## src/rtl/glitch_sweep_ctrl.sv

```systemverilog
// glitch_sweep_ctrl: steps a (delay, width) grid of glitch settings, one
// attempt per point: arm core, wait for its pulse, classify the target's
// reaction, reset the target, cool down, advance. Each attempt is streamed
// out as a hit record.
// Optional feature macro: GLITCH_STOP_ON_HIT_EN (a fault verdict ends the
// sweep holding the successful point).
module glitch_sweep_ctrl #(
    parameter logic [31:0] DELAY_START = 32'd100,
    parameter logic [31:0] DELAY_END   = 32'd1000,
    parameter logic [31:0] DELAY_STEP  = 32'd10,
    parameter logic [15:0] WIDTH_START = 16'd2,
    parameter logic [15:0] WIDTH_END   = 16'd40,
    parameter logic [15:0] WIDTH_STEP  = 16'd2,
    parameter logic [31:0] OBS_TIMEOUT = 32'd204_000,
    parameter logic [15:0] RST_CYCLES  = 16'd2040,
    parameter logic [31:0] COOL_CYCLES = 32'd20_400
) (
    input  logic        i_clk,
    input  logic        i_reset,
    input  logic        i_start,
    input  logic        i_abort,
    output logic        o_core_arm,
    input  logic        i_core_done,
    output logic [31:0] o_delay_cfg,
    output logic [15:0] o_width_cfg,
    input  logic        i_target_ok,
    input  logic        i_target_fault,
    output logic        o_target_rst,
    output logic        o_busy,
    output logic        o_sweep_done,
    output logic        o_hit_valid,
    output logic [1:0]  o_hit_class,
    output logic [31:0] o_hit_delay,
    output logic [15:0] o_hit_width,
    output logic [31:0] o_attempt_count
);

    typedef enum logic [3:0] {
        IDLE, ARM, WAIT_CORE, OBSERVE, REPORT, RESET_TGT, COOLDOWN, NEXT, FINISHED
    } state_t;

    state_t      r_state;
    logic [31:0] r_timer;
    logic [31:0] r_delay_cfg;
    logic [15:0] r_width_cfg;
    logic        r_core_arm;
    logic        r_target_rst;
    logic        r_busy;
    logic        r_sweep_done;
    logic        r_hit_valid;
    logic [1:0]  r_hit_class;
    logic [31:0] r_hit_delay;
    logic [15:0] r_hit_width;
    logic [31:0] r_attempt_count;

    // Grid advance computed one bit wider than the setting so it never wraps.
    logic [16:0] w_width_nxt;
    logic [32:0] w_delay_nxt;
    logic        w_width_wrap;
    logic        w_delay_over;
    logic        w_degenerate;
    logic [31:0] w_timer_inc;
    logic        w_obs_last;
    logic        w_rst_last;
    logic        w_cool_last;
    logic        w_decide;
    logic [1:0]  w_verdict;
    logic        w_stop_now;

    assign w_width_nxt  = {1'b0, r_width_cfg} + {1'b0, WIDTH_STEP};
    assign w_delay_nxt  = {1'b0, r_delay_cfg} + {1'b0, DELAY_STEP};
    assign w_width_wrap = w_width_nxt > {1'b0, WIDTH_END};
    assign w_delay_over = w_delay_nxt > {1'b0, DELAY_END};
    assign w_degenerate = (DELAY_START > DELAY_END) || (WIDTH_START > WIDTH_END);

    // Timer compares use ">=" so a zero-length setting still behaves as one cycle.
    assign w_timer_inc  = r_timer + 32'd1;
    assign w_obs_last   = w_timer_inc >= OBS_TIMEOUT;
    assign w_rst_last   = w_timer_inc >= {16'd0, RST_CYCLES};
    assign w_cool_last  = w_timer_inc >= COOL_CYCLES;

    // Fault beats ok when both arrive together; timeout only if neither.
    assign w_decide  = i_target_fault || i_target_ok || w_obs_last;
    assign w_verdict = i_target_fault ? 2'd1 : (i_target_ok ? 2'd0 : 2'd2);

`ifdef GLITCH_STOP_ON_HIT_EN
    logic r_stop;
    assign w_stop_now = r_stop;
`else
    assign w_stop_now = 1'b0;
`endif

    // Sweep sequencer: state, timer, grid position and all registered outputs.
    always_ff @(posedge i_clk) begin
        if (i_reset) begin
            r_state         <= IDLE;
            r_timer         <= 32'd0;
            r_delay_cfg     <= DELAY_START;
            r_width_cfg     <= WIDTH_START;
            r_core_arm      <= 1'b0;
            r_target_rst    <= 1'b0;
            r_busy          <= 1'b0;
            r_sweep_done    <= 1'b0;
            r_hit_valid     <= 1'b0;
            r_hit_class     <= 2'd0;
            r_hit_delay     <= 32'd0;
            r_hit_width     <= 16'd0;
            r_attempt_count <= 32'd0;
`ifdef GLITCH_STOP_ON_HIT_EN
            r_stop          <= 1'b0;
`endif
        end else begin
            r_core_arm  <= 1'b0;
            r_hit_valid <= 1'b0;
            if (i_abort && (r_state != IDLE)) begin
                r_state      <= IDLE;
                r_target_rst <= 1'b0;
                r_busy       <= 1'b0;
                r_sweep_done <= 1'b0;
            end else begin
                case (r_state)
                    IDLE, FINISHED: begin
                        if (i_start && !i_abort) begin
                            r_state         <= ARM;
                            r_core_arm      <= 1'b1;
                            r_busy          <= 1'b1;
                            r_sweep_done    <= 1'b0;
                            r_delay_cfg     <= DELAY_START;
                            r_width_cfg     <= WIDTH_START;
                            r_attempt_count <= 32'd0;
`ifdef GLITCH_STOP_ON_HIT_EN
                            r_stop          <= 1'b0;
`endif
                        end
                    end
                    ARM: r_state <= WAIT_CORE;
                    WAIT_CORE: begin
                        if (i_core_done) begin
                            r_timer <= 32'd0;
                            r_state <= OBSERVE;
                        end
                    end
                    OBSERVE: begin
                        if (w_decide) begin
                            r_state     <= REPORT;
                            r_hit_valid <= 1'b1;
                            r_hit_class <= w_verdict;
                            r_hit_delay <= r_delay_cfg;
                            r_hit_width <= r_width_cfg;
                            if (r_attempt_count != 32'hFFFF_FFFF)
                                r_attempt_count <= r_attempt_count + 32'd1;
`ifdef GLITCH_STOP_ON_HIT_EN
                            if (w_verdict == 2'd1)
                                r_stop <= 1'b1;
`endif
                        end else begin
                            r_timer <= w_timer_inc;
                        end
                    end
                    REPORT: begin
                        r_state      <= RESET_TGT;
                        r_target_rst <= 1'b1;
                        r_timer      <= 32'd0;
                    end
                    RESET_TGT: begin
                        if (w_rst_last) begin
                            r_state      <= COOLDOWN;
                            r_target_rst <= 1'b0;
                            r_timer      <= 32'd0;
                        end else begin
                            r_timer <= w_timer_inc;
                        end
                    end
                    COOLDOWN: begin
                        if (w_cool_last) begin
                            if (w_stop_now) begin
                                r_state      <= FINISHED;
                                r_busy       <= 1'b0;
                                r_sweep_done <= 1'b1;
                            end else begin
                                r_state <= NEXT;
                            end
                        end else begin
                            r_timer <= w_timer_inc;
                        end
                    end
                    NEXT: begin
                        // Width is the inner loop; the last point is held on finish.
                        if (w_degenerate || (w_width_wrap && w_delay_over)) begin
                            r_state      <= FINISHED;
                            r_busy       <= 1'b0;
                            r_sweep_done <= 1'b1;
                        end else begin
                            r_state    <= ARM;
                            r_core_arm <= 1'b1;
                            if (w_width_wrap) begin
                                r_width_cfg <= WIDTH_START;
                                r_delay_cfg <= w_delay_nxt[31:0];
                            end else begin
                                r_width_cfg <= w_width_nxt[15:0];
                            end
                        end
                    end
                    default: begin
                        r_state      <= IDLE;
                        r_busy       <= 1'b0;
                        r_target_rst <= 1'b0;
                    end
                endcase
            end
        end
    end

    // Pulses are masked by abort so nothing escapes in the cycle abort rises.
    assign o_core_arm      = r_core_arm && !i_abort;
    assign o_hit_valid     = r_hit_valid && !i_abort;
    assign o_delay_cfg     = r_delay_cfg;
    assign o_width_cfg     = r_width_cfg;
    assign o_target_rst    = r_target_rst;
    assign o_busy          = r_busy;
    assign o_sweep_done    = r_sweep_done;
    assign o_hit_class     = r_hit_class;
    assign o_hit_delay     = r_hit_delay;
    assign o_hit_width     = r_hit_width;
    assign o_attempt_count = r_attempt_count;

endmodule

```

## config.mk

```make
export PLATFORM = sky130hd
export DESIGN_NAME = glitch_sweep_ctrl
export DESIGN_NICKNAME = d
export VERILOG_FILES = /design/src/rtl/glitch_sweep_ctrl.sv
export SDC_FILE = /design/constraint.sdc
export NUM_CORES = 1
export LEC_CHECK = 0
export BUFFER_PORTS_ARGS = -buffer_cell sky130_fd_sc_hd__buf_4
export CORE_ASPECT_RATIO = 1.1
export CORE_MARGIN = 4
export CORE_UTILIZATION = 50
export DETAILED_ROUTE_END_ITERATION = 7
export PLACE_DENSITY_LB_ADDON = 0.05
export REMOVE_ABC_BUFFERS = 1
export SKIP_CTS_REPAIR_TIMING = 1
export SYNTH_ARGS = -nofsm -noshare
export SYNTH_HDL_FRONTEND = slang
export SYNTH_SLANG_ARGS = --single-unit
```

## constraint.sdc

```tcl
create_clock -name i_clk -period 3 [get_ports i_clk]
set_input_delay 0.3 -clock i_clk [delete_from_list [all_inputs] [get_ports i_clk]]
set_output_delay 0.3 -clock i_clk [all_outputs]
set_load 0.05 [all_outputs]
```

Yosys cells after proc, flatten, opt, wreduce, memory -nomap -nowiden --
Index checks and enable logic that the tools add are counted.
Operators by class: shifts and indexed selects 0, muxes and demuxes 38, magnitude comparators 5, add/sub/neg operators 4, multipliers 0, bitwise gates (word level) 4, equal/unequal tests 20, reduce and logical (&&, ||, !) cells 27, divide/modulo/power cells 0
Operators by type and width (count):
- two-way mux 32 bit | 10
- case mux 32 bit (5 select lines) | 1
- case mux 32 bit (2 select lines) | 2
- adder 32 x 1 -> 32 bit, second input constant | 2
- two-way mux 16 bit | 3
- adder 32 x 4 -> 33 bit, second input constant | 1
- > comparator 33 x 10 -> 1 bit, second input constant | 1
- greater-or-equal comparator 32 x 11 -> 1 bit, second input constant | 1
- greater-or-equal comparator 32 x 15 -> 1 bit, second input constant | 1
- greater-or-equal comparator 32 x 18 -> 1 bit, second input constant | 1
- inequality test 32 bit, second input constant | 1
- case mux 16 bit (2 select lines) | 1
- case mux 4 bit (8 select lines) | 1
- two-way mux 4 bit | 6
- inequality test 2 bit, second input constant | 11
- AND reduction 5 bit | 4
- adder 16 x 2 -> 17 bit, second input constant | 1
- > comparator 17 x 6 -> 1 bit, second input constant | 1
- == test 4 x 3 -> 1 bit, second input constant | 4
- AND reduction 3 bit | 3
- == test 4 x 2 -> 1 bit, second input constant | 2
- two-way mux 1 bit | 8
- OR reduction 7 bit | 1
- case mux 1 bit (3 select lines) | 2
- other kinds (17) | 29
Storage, ports and cells: output and inout port bits 135, bits in latches 0, register bits after elaboration 171, bits of input ports 7, memories kept 0, RAM bits 0, word-level logic and storage cells 111, ROM bits 0

Longest topological paths before layout --
Gate-level depths: netlist of run 1.
depth in word-level cells 5, mapped depth 13, gate-level depth less buffers 10

Least setup slack after synthesis of run 1 --
Ideal clock, no wire load.
path type register -> register, from register r_delay_cfg[6], in the netlist o_delay_cfg[6], to register r_delay_cfg[6], in the netlist o_delay_cfg[6], setup slack -0.418 ns, required time 2.878 ns, library setup time 0.122 ns, data arrival time 3.296 ns, path buffers 1, cell stages (with the launch flop) 10, period minus slack after synthesis 3.418 ns, cell sequence dfxtp_1 -> buf_4 -> nand3_1 -> or4_4 -> nor4_4 -> a31oi_2 -> nor4_4 -> nand4_1 -> or4b_1 -> o311a_1
On the way: longest elaborated chain between the ends 5, elaborated cells on any way between the ends 8, those cells by class add/sub (1); order compare (1); eq/ne (1); mux (3); reduce/logical (2)
Ends and longest elaborated chain:
- start: declaration | RTL line 44 | logic [31:0] r_delay_cfg;
- start signal: assignment | RTL line 198 | r_delay_cfg <= w_delay_nxt[31:0];
- adder 32 x 4 -> 33 bit (*) | RTL line 71 | assign w_delay_nxt = {1'b0, r_delay_cfg} + {1'b0, DELAY_STEP};
- > comparator 33 x 10 -> 1 bit | RTL line 73 | assign w_delay_over = w_delay_nxt > {1'b0, DELAY_END};
- logical AND 1 bit | RTL line 189 | if (w_degenerate || (w_width_wrap && w_delay_over)) begin
- inequality test 2 bit (no source line)
- AND reduction 5 bit (no source line)
Mark *: on every way between the ends. The rest lies on a longest branch, timed or not. The select of a mux whose other input is x is not followed. A chain may end at the register's enable or synchronous reset.

Worst setup path in the final report of run 1 --
from register r_delay_cfg[13], in the netlist o_delay_cfg[13], to register r_width_cfg[8], in the netlist o_width_cfg[8]
On the way: longest elaborated chain between the ends 5
Ends and longest elaborated chain:
- adder 32 x 4 -> 33 bit | RTL line 71
- > comparator 33 x 10 -> 1 bit | RTL line 73
- logical AND 1 bit | RTL line 189
- inequality test 2 bit (no source line)
- AND reduction 4 bit (no source line)
- end signal: assignment | RTL line 200 | r_width_cfg <= w_width_nxt[15:0];
- end: declaration | RTL line 45 | logic [15:0] r_width_cfg;
Every way passes these cells.

==> impl_metrics.csv, run 1 <==
group,metric,value,unit
timing,min_period_over_period,0.995,
logic_synthesis,yosys_warnings,0,
grt,grt_use_total,0.248,
layout,fin_area,12600,um^2
run_status,status,"finished clean",
layout,fin_cells,1583,
cts,clock-sinks,167,
logic_synthesis,synth_top_family_by_area,"simple AND/OR/NAND/NOR gates",
grt,grt_start_max_net_pins,55,
floorplanning,die_w,136,um
layout,diodes,0,
logic_synthesis,synth_edf_count,0,
logic_synthesis,ys_top_cells_by_area,"dfxtp_1 (37%), mux2i_1 (5.9%), nor2_1 (4.0%), or3_1 (3.3%), nand2_1 (3.2%)",
setup_path,crit_family,"simple AND/OR/NAND/NOR gates",
logic_synthesis,synth_area_per_cell,8.35,um^2
layout,layout_commonest_cell,"buf_4",
setup_path,critPathMaxFanout,6,
timing,setup_viol,0,
timing,fin_crit,2.98,ns
setup_path,path_buf_inv,5,
setup_path,required,3.35,ns
drt,vias_per_cell,5.91,
logic_synthesis,synth-main-ff-cell,"dfxtp_1",
setup_path,slowest_stage,"dfxtp_2",
setup_path,cpMostUsedCell,"buf_4",
logic_synthesis,synth_compound_area_frac,0.190,
layout,areaGrowthSynthToFinish,39.8,%
drt,first_iter_violations,629,
logic_synthesis,synthArstFlopShare,0,
grt,grt_pass1_vias,8335,
setup_path,r2r-start,"o_delay_cfg[13]",
setup_path,crit_start,"o_delay_cfg[13]",
setup_path,critPathMaxStageDelay,0.35,ns
worst_hold_path,hp-start,"i_target_fault",
cts,insertion_delay,0.43,ns
grt,antenna_found_initial,0,
logic_synthesis,yosysSeqAreaShare,0.371,
logic_synthesis,ys_seq_elements,167,
worst_hold_path,hp-class,"input pin to flop",
grt,grt_pass1_wl,41.8,mm
drt,drc,0,
setup_path,crit_path_start_kind,"flop",
placed_design,hpwlAfterDp,18.3,mm
timing,tns,0,ns
cts,path_clk_slew,0.07,ns
cts,cts_buffers,17,
setup_path,worstPathArrival,3.33,ns
placed_design,placed_cells,1526,
timing,slew_viol_final,0,
logic_synthesis,mappedNetlistArea,9020,um^2
floorplanning,die_area,20300,um^2
placed_design,io_buffers,137,
drt,wirelength,27.1,mm
logic_synthesis,synth_mux_area_frac,0.0601,
cts,clock_path_buffers,2,
timing,final-hold-violation-count,0,
logic_synthesis,synth_fa_ha_area_frac,0.00694,
logic_synthesis,syn_inst,1080,
floorplanning,start_util,0.508,
layout,drive_above_1_share,0.346,
power,leakage,5.26,nW
drt,ant_nets,0,
setup_path,critical_path_class,"flop to flop",
drt,firstDrtPassIters,5,
power,power_per_cell_area,454,nW/um^2
placed_design,place_congestion,0.922,
timing,rsz0062_at_grt,"true",
logic_synthesis,synth_area_leader_cell,"dfxtp_1",
placed_design,place_area,11200,um^2
floorplanning,rows,51,
logic_synthesis,synth_xor_area_frac,0.0184,
power,peakVddDrop,0.442,mV
logic_synthesis,synth-simple-area-share,0.302,
timing,max_slew_margin,0.436,
floorplanning,core-area,17700,um^2
floorplanning,die_y,149,um
setup_path,crit_chain,"nand3_2 -> buf_6 -> nor3_4 -> buf_6 -> nand4_1 -> a22oi_1 -> nand4_1 -> nor4_4 -> buf_4 -> buf_4 -> buf_4 -> a31oi_1 -> or3_1 -> a211oi_2",
layout,layout.nets,1344,
timing,clock_skew,0.0106,ns
setup_path,endpoint_kind,"flop",
logic_synthesis,ys_types,77,
timing,fmax,335,MHz
drt,avgRoutedWirePerCell,17.1,um
layout,layout_common_cells,"buf_4 (283), dfxtp_1 (143), nor2_1 (93)",
logic_synthesis,yosys.area.top_type_share,0.371,
cts,htree_levels,4,
run,maxCapViolations,0,
drt,vias,9363,
cts,cts_tree,"yes",
grt,grt-ovfl-total,0,
cts,root_buffer,"clkbuf_16",
timing,worst_pin_slew,0.837,ns
floorplanning,ios,142,
power breakdown:
part / switching [W] / leakage (nW) / total, W / internal, W
clock: 0.000987 / 0.311 / 0.00241 / 0.00142
combinational: 0.000627 / 3.59 / 0.00103 / 0.000408
sequential: 0.0000419 / 1.36 / 0.00229 / 0.00224
tightest hold or removal path, cell delays in order:
cell and delay [ns]:
buf_4 0.08, mux2i_1 0.05, nor2_1 0.07
layer usage:
layer | vias up | part of all wire | global-route usage | routed length, um
met4 | 0 | 0.015 | 0.0711 | 403
met2 | 298 | 0.48 | 0.404 | 13000
met5 | - | 0 | 0 | 0
met3 | 40 | 0.055 | 0.0418 | 1500
li1 | 4568 | - | - | -
met1 | 4457 | 0.45 | 0.338 | 12300
registers in the layout, indices dropped and copies added, names as in the netlist:
register	count
r_timer	32
o_width_cfg	15
o_hit_class	2
o_hit_width	15
o_attempt_count	32
o_sweep_done	1
o_delay_cfg	31
o_busy	1
r_core_arm	1
r_state	4
o_hit_delay	31
r_hit_valid	1
o_target_rst	1
layout make-up:
type / count / area [um^2]
Multi-Input combinational cell: 816 / 5650
Fill cell: 1430 / 5130
Sequential cell: 167 / 3390
Timing Repair Buffer: 313 / 2560
Clock buffer: 18 / 429
Tap cell: 238 / 298
Clock inverter: 14 / 213
Inverter: 17 / 63.8
worst paths after layout:
path                                  endpoint  slack, ns  depth (start not counted)
worst max register to register  o_width_cfg[8]       0.02                         14
worst min-delay path            o_hit_class[0]       0.11                          3
worst max-delay path            o_width_cfg[8]       0.02                         14
worst min register to register    o_sweep_done       0.49                          2
through the flow:
step	hold slack, ns	util	setup WS (ns)	total power (W)
2_1_floorplan	0.369	-	-1.71	0.00288
3_3_place_gp	0.469	0.633	-0.0317	0.00326
3_5_place_dp	0.478	0.633	-0.0762	0.00327
4_1_cts	0.0984	0.669	-0.122	0.00566
5_1_grt	0.127	0.711	-0.118	0.00594
6_report	0.111	0.711	0.0159	0.00573
kinds of logic (layout without fill, tap and decap cells):
family,count (synthesis),after routing
XOR/XNOR,19,19
multiplexers,54,54
AND/OR/NAND/NOR,486,487
other,1,4
flip-flops,167,167
adder cells (fa/ha/maj),5,5
AO/OA/AOI/OAI,246,247
buffers and inverters,102,362
cell usage after synthesis (17+ instances only):
cell type  count
nand4_1       28
o21ai_0       48
inv_1         17
o211ai_1      17
nor3_1        35
nand3_1       46
clkbuf_1      48
dfxtp_1      167
nor4_1        18
or3_1         48
nor2_1        96
nor3b_1       37
mux2i_1       53
nand2_1       78
buf_2         23
a21oi_1       45
and3_1        23
Power figures use the tool's default switching activity.
==> run 2, diff against run 1 <==
--- a/config.mk
+++ b/config.mk
@@ -5,11 +5,11 @@
 export SDC_FILE = /design/constraint.sdc
 export NUM_CORES = 1
 export LEC_CHECK = 0
-export BUFFER_PORTS_ARGS = -buffer_cell sky130_fd_sc_hd__buf_4
 export CORE_ASPECT_RATIO = 1.1
 export CORE_MARGIN = 4
 export CORE_UTILIZATION = 50
 export DETAILED_ROUTE_END_ITERATION = 7
+export DONT_BUFFER_PORTS = 1
 export PLACE_DENSITY_LB_ADDON = 0.05
 export REMOVE_ABC_BUFFERS = 1
 export SKIP_CTS_REPAIR_TIMING = 1
==> constraint.sdc (replaced) <==
create_clock -name i_clk -period 3 [get_ports i_clk]
set_input_delay 0.15 -clock i_clk [delete_from_list [all_inputs] [get_ports i_clk]]
set_output_delay 0.15 -clock i_clk [all_outputs]
set_load 0.05 [all_outputs]
==> run 2 against run 1 <==
The run now ends with negative hold slack, negative setup slack left. Sequential cell count did not move. Die area did not move. Non-clock buffer count fell by 61. Hold slack got worse by 0.33 ns. Critical endpoint is now o_width_cfg[10].
==> impl_metrics.csv, run 2 (synthesized netlist as in run 1, its figures left out) <==
group,metric,value,unit
run_status,status,"finished with violations",
run_status,violations,"negative hold slack, negative setup slack",
timing,min_period_over_period,1.01,
power,power,0.00551,W
floorplanning,die_y,149,um
cts,insertion_delay,0.44,ns
placed_design,io_buffers,0,
worst_hold_path,hp-start,"i_reset",
drt,avgRoutedWirePerCell,17.9,um
timing,final-hold-violation-count,107,
timing,hold_ws,-0.214,ns
layout,layout.nets,1282,
timing,fin_ws,-0.0305,ns
placed_design,place_congestion,0.920,
setup_path,r2r_setup_slack,-0.03,ns
layout,drive_above_1_share,0.301,
drt,drc,0,
setup_path,crit_start,"o_delay_cfg[1]",
layout,fillers,1520,
timing,max_slew_margin,0.327,
layout,layout_common_cells,"buf_4 (210), dfxtp_1 (152), nor2_1 (94)",
drt,first_iter_violations,650,
placed_design,hpwlAfterDp,18.2,mm
grt,grt_start_max_net_pins,130,
drt,firstDrtPassIters,5,
floorplanning,start_util,0.508,
drt,vias,9113,
timing,fin_crit,3.03,ns
layout,seq_area,3370,um^2
cts,root_buffer,"clkbuf_16",
cts,clock_path_buffers,2,
cts,path_clk_slew,0.07,ns
cts,clock-sinks,167,
floorplanning,core-area,17700,um^2
setup_path,crit_path_start_kind,"flop",
worst_hold_path,hp-class,"input pin to flop",
floorplanning,rows,51,
layout,diodes,0,
grt,grt_pass1_wl,40.8,mm
setup_path,endpoint_kind,"flop",
run,maxCapViolations,0,
power,leakage,4.92,nW
setup_path,r2r-start,"o_delay_cfg[1]",
power,peakVddDrop,0.422,mV
grt,grt_use_total,0.243,
grt,grt_pass1_vias,8246,
timing,fmax,330,MHz
floorplanning,ios,142,
layout,multi_input_area,5640,um^2
timing,clock_skew,0.0119,ns
setup_path,required,3.36,ns
grt,grt-ovfl-total,0,
drt,ant_nets,0,
timing,setup_viol,3,
floorplanning,die_w,136,um
cts,cts_buffers,17,
timing,slew_viol_final,0,
timing,tns,-0.0579,ns
setup_path,critPathMaxFanout,5,
power,power_per_cell_area,453,nW/um^2
timing,worst_pin_slew,1.01,ns
drt,wirelength,27.2,mm
setup_path,critical_path_class,"flop to flop",
floorplanning,die_area,20300,um^2
drt,vias_per_cell,6.00,
layout,layout_commonest_cell,"buf_4",
grt,antenna_found_initial,0,
timing,rsz0062_at_grt,"true",
setup_path,worstPathArrival,3.39,ns
cts,htree_levels,4,
cts,cts_tree,"yes",
layout,areaGrowthSynthToFinish,34.7,%
run 2: changes by cell type in the layout (fill, tap and decap cells not counted), sizes merged:
| cell | before | now |
|---|---|---|
| bufinv | 4 | 1 |
| nand3 | 49 | 48 |
| dlygate4sd3 | 0 | 8 |
| buf | 309 | 238 |
| clkbuf | 22 | 23 |
| a21o | 9 | 8 |
| clkinv | 3 | 5 |
| o21a | 8 | 9 |
| clkinvlp | 1 | 2 |
run 2: path summary, 6_finish.rpt:
path / end / cells past startpoint
max reg2reg: o_width_cfg[10] / 12
min reg2reg: o_delay_cfg[30] / 2
min: o_hit_delay[24] / 1
max: o_width_cfg[10] / 12
run 2: layout make-up:
cell class,count,share of cell area
Multi-Input combinational cell,815,0.465
Sequential cell,167,0.277
Timing Repair Buffer,252,0.181
Clock buffer,17,0.0350
Tap cell,238,0.0245
Clock inverter,14,0.0118
Inverter,17,0.00525
run 2: through the flow:
stage          hold WS (ns)  setup WS, ns  instance area, um^2   util  instances
2_1_floorplan         0.219         -1.71                 8630      -        998
3_3_place_gp          0.235       -0.0287                10700  0.605       1454
3_5_place_dp          0.236       -0.0822                10700  0.605       1454
4_1_cts              -0.228       -0.0918                11300  0.637       1485
5_1_grt              -0.231        -0.153                12100  0.685       1520
6_report             -0.214       -0.0305                12100  0.685       1520
run 2: power by group:
group / internal, W / total, W / switching, W
Clock: 0.00116 / 0.00214 / 0.000976
Combinational: 0.000468 / 0.00105 / 0.000581
Sequential: 0.00225 / 0.00232 / 0.0000744
run 2: routing by layer:
layer | GRT usage | vias to the layer above | part of all wire
met5 | 0 | - | 0
met1 | 0.321 | 4331 | 0.43
met2 | 0.398 | 315 | 0.48
met3 | 0.0543 | 36 | 0.069
met4 | 0.0685 | 0 | 0.015
li1 | - | 4431 | -
run 2: worst max-delay path, cell delays in order (launching register included):
cell and delay, ns:
dfxtp_2 0.34, buf_6 0.12, a21o_1 0.20, and3_4 0.19
a211o_1 0.28, a211oi_2 0.23, nand4_1 0.17, nor4_4 0.35
buf_12 0.16, a31oi_4 0.13, buf_12 0.17, or4_4 0.41
a211oi_2 0.20
==> run 3, diff against run 2 <==
--- a/config.mk
+++ b/config.mk
@@ -16,3 +16,4 @@
 export SYNTH_ARGS = -nofsm -noshare
 export SYNTH_HDL_FRONTEND = slang
 export SYNTH_SLANG_ARGS = --single-unit
+export TNS_END_PERCENT = 10
==> constraint.sdc (replaced) <==
create_clock -name i_clk -period 3.1 [get_ports i_clk]
set_input_delay 0.155 -clock i_clk [delete_from_list [all_inputs] [get_ports i_clk]]
set_output_delay 0.155 -clock i_clk [all_outputs]
set_load 0.005 [all_outputs]
==> run 3 against run 2 <==
The flow finishes with violations (negative hold slack). Clock-buffer cell count increased by 3. Global-route usage decreased by 0.66 points. Fmax increased by 0.25%. Sequential cell count unchanged. Clock skew decreased by 0.0018 ns. Cell area decreased by 9.1%. Power decreased by 5.5%. Critical path type unchanged.
==> impl_metrics.csv, run 3 (synthesized netlist as in run 1, its figures left out) <==
group,metric,value,unit
floorplanning,die_y,149,um
setup_path,crit_start,"o_delay_cfg[9]",
grt,grt_start_max_net_pins,130,
setup_path,cpMostUsedCell,"a211oi_2",
drt,ant_nets,0,
setup_path,crit_end,"o_width_cfg[5]",
setup_path,crit_path_start_kind,"flop",
layout,layout_common_cells,"dfxtp_1 (152), buf_4 (130), nor2_1 (94)",
layout,fillers,1615,
layout,fin_cells,1419,
setup_path,r2r-start,"o_delay_cfg[9]",
power,power,0.00521,W
power,power_per_cell_area,471,nW/um^2
cts,insertion_delay,0.43,ns
grt,antenna_found_initial,0,
layout,final_core_util,0.623,
drt,drc,0,
setup_path,slowest_stage,"or4_4",
setup_path,r2r_setup_slack,0.08,ns
drt,firstDrtPassIters,4,
setup_path,endpoint_kind,"flop",
setup_path,timing.rr.end,"o_width_cfg[5]",
cts,root_buffer,"clkbuf_16",
placed_design,io_buffers,0,
layout,diodes,0,
cts,cts_buffers,17,
setup_path,required,3.45,ns
timing,min_period_over_period,0.975,
drt,first_iter_violations,470,
floorplanning,die_area,20300,um^2
layout,drive_above_1_share,0.217,
cts,cts_tree,"yes",
placed_design,placed_cells,1372,
grt,grt_pass1_vias,7712,
run_status,status,"finished with violations",
cts,clock_path_buffers,2,
setup_path,critical_path_class,"flop to flop",
layout,layout_commonest_cell,"dfxtp_1",
placed_design,place_congestion,0.892,
drt,avgRoutedWirePerCell,18.1,um
layout,areaGrowthSynthToFinish,22.4,%
floorplanning,start_util,0.508,
floorplanning,core-area,17700,um^2
setup_path,rr_worst_depth,12,
drt,vias_per_cell,6.13,
run_status,violations,"negative hold slack",
cts,htree_levels,4,
timing,clock_skew,0.0101,ns
timing,fmax,331,MHz
power,leakage,4.27,nW
timing,hold_ws,-0.00666,ns
setup_path,crit_chain,"nand3_4 -> or4_4 -> o21a_1 -> a211oi_2 -> nand4_1 -> nor4_4 -> buf_6 -> a31oi_4 -> buf_12 -> clkbuf_16 -> or3_1 -> a211oi_2",
drt,vias,8693,
timing,final-hold-violation-count,1,
floorplanning,die_w,136,um
timing,max_slew_margin,0.566,
timing,slew_viol_final,0,
placed_design,hpwlAfterDp,17.7,mm
timing,worst_pin_slew,0.651,ns
timing,rsz0062_at_grt,"true",
run,maxCapViolations,0,
timing,fin_crit,3.02,ns
grt,grt_pass1_wl,39.6,mm
cts,clock-sinks,167,
power,peakVddDrop,0.417,mV
setup_path,worstPathArrival,3.38,ns
grt,grt-ovfl-total,0,
setup_path,critPathMaxStageDelay,0.59,ns
layout,layout.nets,1180,
cts,path_clk_slew,0.07,ns
worst_hold_path,hp-class,"input pin to flop",
timing,tns,0,ns
drt,wirelength,25.7,mm
timing,setup_viol,0,
grt,grt_use_total,0.236,
setup_path,critPathMaxFanout,5,
floorplanning,ios,142,
floorplanning,rows,51,
==> run 3: cell types whose count changed in the layout (fill, tap and decap cells not counted), sizes merged <==
cell and change:
buf -93, dlygate4sd3 -4, clkbuf -1, clkinv -1
clkinvlp -1, o21a -1
==> run 3: how the worst min path moves through the flow <==
| stage | depth (start not counted) | end | from |
|---|---|---|---|
| after CTS | 1 | o_hit_delay[24] | i_reset |
| after detailed placement | 1 | o_hit_delay[23] | i_reset |
| after global placement | 1 | o_hit_delay[24] | i_reset |
| after floorplan | 1 | o_attempt_count[0] | i_reset |
| final | 2 | r_timer[5] | i_reset |
| after global routing | 2 | o_delay_cfg[6] | i_reset |
==> run 3: cell type report <==
class	count	area, um^2	area share
multi-input combinational	814	5430	0.492
sequential	167	3360	0.304
timing repair buffer	151	1290	0.117
clock buffer	20	467	0.0423
tap	238	298	0.0270
clock inverter	12	131	0.0119
inverter	17	63.8	0.00578
==> run 3: per-stage QoR <==
step / setup slack, ns / hold slack [ns] / instance area [um^2]
after floorplan: -1.43 / 0.224 / 8630
after global placement: 0.0516 / 0.242 / 10000
after detailed placement: -0.0225 / 0.241 / 10000
after CTS: -0.0329 / -0.223 / 10600
after global routing: -0.0806 / 0.00278 / 11000
final: 0.0769 / -0.00666 / 11000
==> run 3: worst max-delay path, delay by kind of cell (launching register included) <==
| family | cells | cell delay, ns |
|---|---|---|
| AO/OA/AOI/OAI | 4 | 0.64 |
| buffers and inverters | 3 | 0.46 |
| flip-flops | 1 | 0.35 |
| AND/OR/NAND/NOR | 5 | 1.49 |
==> run 3: report_power, final <==
group | internal (W) | switching [W]
Combinational | 0.000361 | 0.000488
Sequential | 0.00218 | 0.0000432
Clock | 0.00120 | 0.000938
==> run 3: per-layer routing <==
| layer | share of wire | global-route usage | wire length [um] |
|---|---|---|---|
| met1 | 0.46 | 0.327 | 11700 |
| met4 | 0.012 | 0.0655 | 306 |
| met5 | 0 | 0 | 0 |
| met3 | 0.062 | 0.0486 | 1600 |
| met2 | 0.47 | 0.374 | 12000 |
